==> src/rtl/selector_arb_4s1.sv <==
// Purpose : round-robin arbiter driving the 2-bit select of a shared 4:1 selector path.
// Latency : one cycle from req to grant; handover to the next requester happens with no idle cycle.
// Backpres: a holder keeps the path while its req stays high. It can be forced off only by the hold limit.
//
// Ports:
//   sys_clk    sole clock, rising edge
//   sys_rst_n  asynchronous active-low reset
//   req[3:0]   request per requester
//   grant[3:0] one-hot grant, all-zero when idle (registered)
//   sel[1:0]   index of current/last holder (registered)
//   busy       high while a grant is asserted (registered)
//   timeout    one-cycle pulse on a forced release (registered)
//
// Optional feature: define ARB_TIMEOUT_EN to add the per-holder hold limit (MAX_HOLD cycles).
// Without it there is no hold counter, and timeout is held at 0.

module selector_arb_4s1 #(
   parameter int MAX_HOLD = 8
) (
   input  logic       sys_clk,
   input  logic       sys_rst_n,
   input  logic [3:0] req,
   output logic [3:0] grant,
   output logic [1:0] sel,
   output logic       busy,
   output logic       timeout
);

   if (MAX_HOLD < 2 || MAX_HOLD > 255) begin : g_bad_max_hold
      $error("selector_arb_4s1: MAX_HOLD must be within 2..255");
   end

   typedef enum logic {
      IDLE  = 1'b0,
      GRANT = 1'b1
   } state_t;

   state_t     state, state_nxt;
   logic [1:0] ptr, ptr_nxt;
   logic [3:0] grant_nxt;
   logic [1:0] sel_nxt;
   logic       busy_nxt;
   logic [1:0] next_start;
   logic [1:0] win;

`ifdef ARB_TIMEOUT_EN
   localparam logic [7:0] HOLD_LAST = 8'(MAX_HOLD - 1);
   logic [7:0] hold_cnt, hold_cnt_nxt;
   logic       timeout_nxt;
`endif

   // First set request bit scanning start, start+1, ... modulo 4.
   // The scan runs from the farthest offset down, so the nearest hit is the one that remains.
   function automatic logic [1:0] rr_pick(input logic [1:0] start, input logic [3:0] r);
      logic [1:0] idx;
      rr_pick = start;
      for (int i = 3; i >= 0; i--) begin
         idx = start + 2'(i);
         if (r[idx]) rr_pick = idx;
      end
   endfunction

   // Every handover from a holder searches from the slot after that holder.
   assign next_start = sel + 2'd1;

   always_comb begin
      state_nxt = state;
      ptr_nxt   = ptr;
      grant_nxt = grant;
      sel_nxt   = sel;
      busy_nxt  = busy;
      win       = 2'd0;
`ifdef ARB_TIMEOUT_EN
      hold_cnt_nxt = hold_cnt;
      timeout_nxt  = 1'b0;
`endif
      case (state)
         IDLE: begin
            if (|req) begin
               win       = rr_pick(ptr, req);
               grant_nxt = 4'b0001 << win;
               sel_nxt   = win;
               busy_nxt  = 1'b1;
               state_nxt = GRANT;
`ifdef ARB_TIMEOUT_EN
               hold_cnt_nxt = 8'd0;
`endif
            end else begin
               grant_nxt = 4'b0000;
               busy_nxt  = 1'b0;
            end
         end
         GRANT: begin
            // A voluntary release takes priority over the hold limit.
            // Dropping req on the limit edge therefore never pulses timeout.
            if (!req[sel]) begin
               ptr_nxt = next_start;
               if (|req) begin
                  win       = rr_pick(next_start, req);
                  grant_nxt = 4'b0001 << win;
                  sel_nxt   = win;
`ifdef ARB_TIMEOUT_EN
                  hold_cnt_nxt = 8'd0;
`endif
               end else begin
                  grant_nxt = 4'b0000;
                  busy_nxt  = 1'b0;
                  state_nxt = IDLE;
               end
            end
`ifdef ARB_TIMEOUT_EN
            else if (hold_cnt == HOLD_LAST) begin
               // Forced release. If the holder is the only requester, it wins again from the advanced pointer.
               ptr_nxt      = next_start;
               win          = rr_pick(next_start, req);
               grant_nxt    = 4'b0001 << win;
               sel_nxt      = win;
               timeout_nxt  = 1'b1;
               hold_cnt_nxt = 8'd0;
            end else begin
               hold_cnt_nxt = hold_cnt + 8'd1;
            end
`endif
         end
         default: begin
            state_nxt = IDLE;
            grant_nxt = 4'b0000;
            busy_nxt  = 1'b0;
         end
      endcase
   end

   always_ff @(posedge sys_clk or negedge sys_rst_n) begin
      if (!sys_rst_n) begin
         state <= IDLE;
         ptr   <= 2'd0;
         grant <= 4'b0000;
         sel   <= 2'd0;
         busy  <= 1'b0;
      end else begin
         state <= state_nxt;
         ptr   <= ptr_nxt;
         grant <= grant_nxt;
         sel   <= sel_nxt;
         busy  <= busy_nxt;
      end
   end

`ifdef ARB_TIMEOUT_EN
   always_ff @(posedge sys_clk or negedge sys_rst_n) begin
      if (!sys_rst_n) begin
         hold_cnt <= 8'd0;
         timeout  <= 1'b0;
      end else begin
         hold_cnt <= hold_cnt_nxt;
         timeout  <= timeout_nxt;
      end
   end
`else
   assign timeout = 1'b0;
`endif

endmodule

==> config.mk <==
export PLATFORM = sky130hd
export DESIGN_NAME = selector_arb_4s1
export DESIGN_NICKNAME = d
export VERILOG_FILES = /design/src/rtl/selector_arb_4s1.sv
export SDC_FILE = /design/constraint.sdc
export NUM_CORES = 1
export LEC_CHECK = 0
export CAP_MARGIN = 10
export CORE_MARGIN = 3
export CORE_UTILIZATION = 54
export DETAILED_ROUTE_END_ITERATION = 7
export PLACE_DENSITY = 0.93
export SYNTH_ARGS = -nofsm -noshare
export SYNTH_HDL_FRONTEND = slang
export SYNTH_SLANG_ARGS = --single-unit
==> constraint.sdc <==
create_clock -name sys_clk -period 4.8 [get_ports sys_clk]
set_input_delay 0.72 -clock sys_clk [delete_from_list [all_inputs] [get_ports sys_clk]]
set_output_delay 0.72 -clock sys_clk [all_outputs]
set_load 0.01 [all_outputs]
==> flow_summary.json <==
{
  "slew_headroom_pct": 58.83,
  "numPortBuffers": 12,
  "ant_nets": 0,
  "fmax_mhz": 406.0,
  "grt_max_degree": 13,
  "fp.dieW_um": 43.32,
  "htreeDepth": 1,
  "slowest_stage": "nor4_1",
  "first_iter_violations": 36,
  "gr-usage-all-layers_pct": 18.42,
  "drive_gt1_share_pct": 9.677,
  "p_leak_nw": 0.3660,
  "clk_latency_ns": 0.26,
  "synth_top_family_by_area": "compound AO/OA/AOI/OAI gates",
  "fin_util_pct": 72.71,
  "clkTransAtPathRegs_ns": 0.07,
  "critPathMaxFanout": 11,
  "cpLargestDelayFamily": "buffers and inverters",
  "io_pins": 14,
  "synth_compound_area_share_pct": 30.78,
  "synthSimpleGateAreaFrac_pct": 19.80,
  "first_pass_iters": 4,
  "num_antenna_cells": 0,
  "drc": 0,
  "overflow": 0,
  "synth.area.top_cells": "dfrtp_1 (33%), nand2b_1 (4.2%), a21oi_1 (4.0%)",
  "vias": 672,
  "period_needed_ns": 2.463,
  "pwr_density_cell_nw_per_um2": 586.2,
  "post_drt_wl_per_cell_um": 14.71,
  "syn_avg_cell_area_um2": 8.847,
  "syn_to_final_growth_pct": 16.14,
  "grt_pass1_vias": 595,
  "coreArea_um2": 1201,
  "final_cells": 107,
  "required_ns": 4.96,
  "ys_seq_area_share_pct": 33.28,
  "synth_most_common_cell": "dfrtp_1",
  "finalCritPeriodShare_pct": 51.31,
  "cp-start-kind": "primary input",
  "cts_tree": "built",
  "cp_num_cells": 6,
  "synth_xor_area_share_pct": 1.165,
  "setup_viol": 0,
  "synth-edff-count": 0,
  "antenna_found_initial": 0,
  "finalMaxSlewViolations": 0,
  "post_cts_buffers": 0,
  "nets": 100,
  "peakVddDrop_mv": 0.3308,
  "place_inst": 103,
  "final_hold_viol_count": 0,
  "start_util_pct": 62.60,
  "yosysUniqueCellTypes": 39,
  "fin_skew_ns": 0.0007070,
  "ys_async_sr_fraction_pct": 100.0,
  "place_congestion": 0.8874,
  "worstPathArrival_ns": 2.62,
  "cts-root-buf": "clkbuf_4",
  "synth_seq_cells": 10,
  "netlist_instances": 85,
  "fp.dieH_um": 43.32,
  "synth_top_area_cell": "dfrtp_1",
  "crit_chain": "clkdlybuf4s50_1 > nor4_1 > inv_1 > nand2_1 > o31ai_1 > o22a_1",
  "syn_area_um2": 752.0,
  "path_class": "primary input to register",
  "ys.flop_type": "dfrtp_1",
  "r2r_setup_slack_ns": 2.91,
  "worst-path-buf-inv": 2,
  "dpl.hpwl_um": 1197,
  "max_cap_viol_count": 0,
  "ff2ff_path_depth": 5,
  "hold_path_class": "register to register",
  "hold_depth": 1,
  "wirelength_um": 1574,
  "vias_per_cell": 6.280,
  "outcome": "complete, no violations",
  "cp-end-kind": "register",
  "timing.hold.ws_ns": 0.5030,
  "fp-row-count": 12,
  "clockBufferDepth": 2,
  "ys_warn_count": 0,
  "cts_resized": 0,
  "cp_slowest_stage_delay_ns": 0.64,
  "fin_tns_setup_ns": 0,
  "worst_pin_slew_ns": 0.6119,
  "cts.sinks": 10,
  "synth_top_area_share_pct": 33.28,
  "syn_nets": 91,
  "dieArea_um2": 1876,
  "grt_pass1_wl_um": 2601,
  "cts_made_buffers": 3,
  "synth.area.mux_share_pct": 4.992,
  "hold_buffers": 0,
  "synthTopCellsByCount": "dfrtp_1 (10), a21oi_1 (6), inv_1 (5), nand2b_1 (5), o21ai_0 (5)",
  "rsz0062_at_grt": "no",
  "synthAdderAreaFrac_pct": 0
}
-- state kept, by name, indices dropped and copies added, names as in the netlist --
register,cells
grant,4
busy,1
ptr,2
sel,2
state,1
-- path summary, 6_finish.rpt --
path | start | end
worst min register to register | busy | busy
worst max register to register | sel[1] | sel[0]
min in group asynchronous | sys_rst_n | ptr[0]
worst max-delay path | req[1] | grant[2]
max in group asynchronous | sys_rst_n | sel[1]
worst min-delay path | busy | busy
-- per-layer routing --
layer / part of all wire (%) / GRT usage, % / vias up / routed length [um]
li1: - / - / 333 / -
met1: 45 / 24.09 / 317 / 715
met2: 47 / 29.20 / 20 / 745
met3: 6.6 / 6.780 / 2 / 104
met4: 0.51 / 3.614 / 0 / 8
met5: 0 / 0 / - / 0
-- cell usage in the layout, fill, tap and decap left out, types with 3 or more instances in the layout --
cell / instances
nand2b_1: 5
nor2_1: 4
clkbuf_4: 3
a21oi_1: 6
o22ai_1: 3
inv_1: 5
a31oi_1: 3
o21ai_0: 5
clkdlybuf4s50_1: 12
nand2_1: 4
dfrtp_1: 10
o21bai_1: 3
-- per-stage QoR --
stage / setup slack, ns / cell area (um^2) / power (mW)
floorplan: 2.813 / 752.0 / 0.3494
global placement: 2.193 / 837.1 / 0.4274
detailed placement: 2.089 / 837.1 / 0.4379
CTS: 2.362 / 873.3 / 0.5147
global route: 2.177 / 873.3 / 0.5521
finish: 2.337 / 873.3 / 0.5120
-- cells by family after synthesis --
family	Yosys count
AND/OR/NAND/NOR	25
AO/OA/AOI/OAI	33
multiplexers	2
other	1
buffers and inverters	13
flip-flops	10
XOR/XNOR	1
-- final cells by class --
class / count / area [um^2]
fill: 91 / 327.8
multi-input combinational: 62 / 430.4
inverter: 5 / 18.77
sequential: 10 / 250.2
timing repair buffer: 12 / 120.1
tap: 14 / 17.52
clock buffer: 4 / 36.28
-- where the power goes --
group          switching (mW)  total, mW  internal, mW
Sequential             0.0462      0.167         0.121
Combinational           0.125      0.269         0.144
Clock                  0.0296     0.0757        0.0461
Total                   0.201      0.512         0.311
No activity file was read; power rests on OpenSTA's default activity.
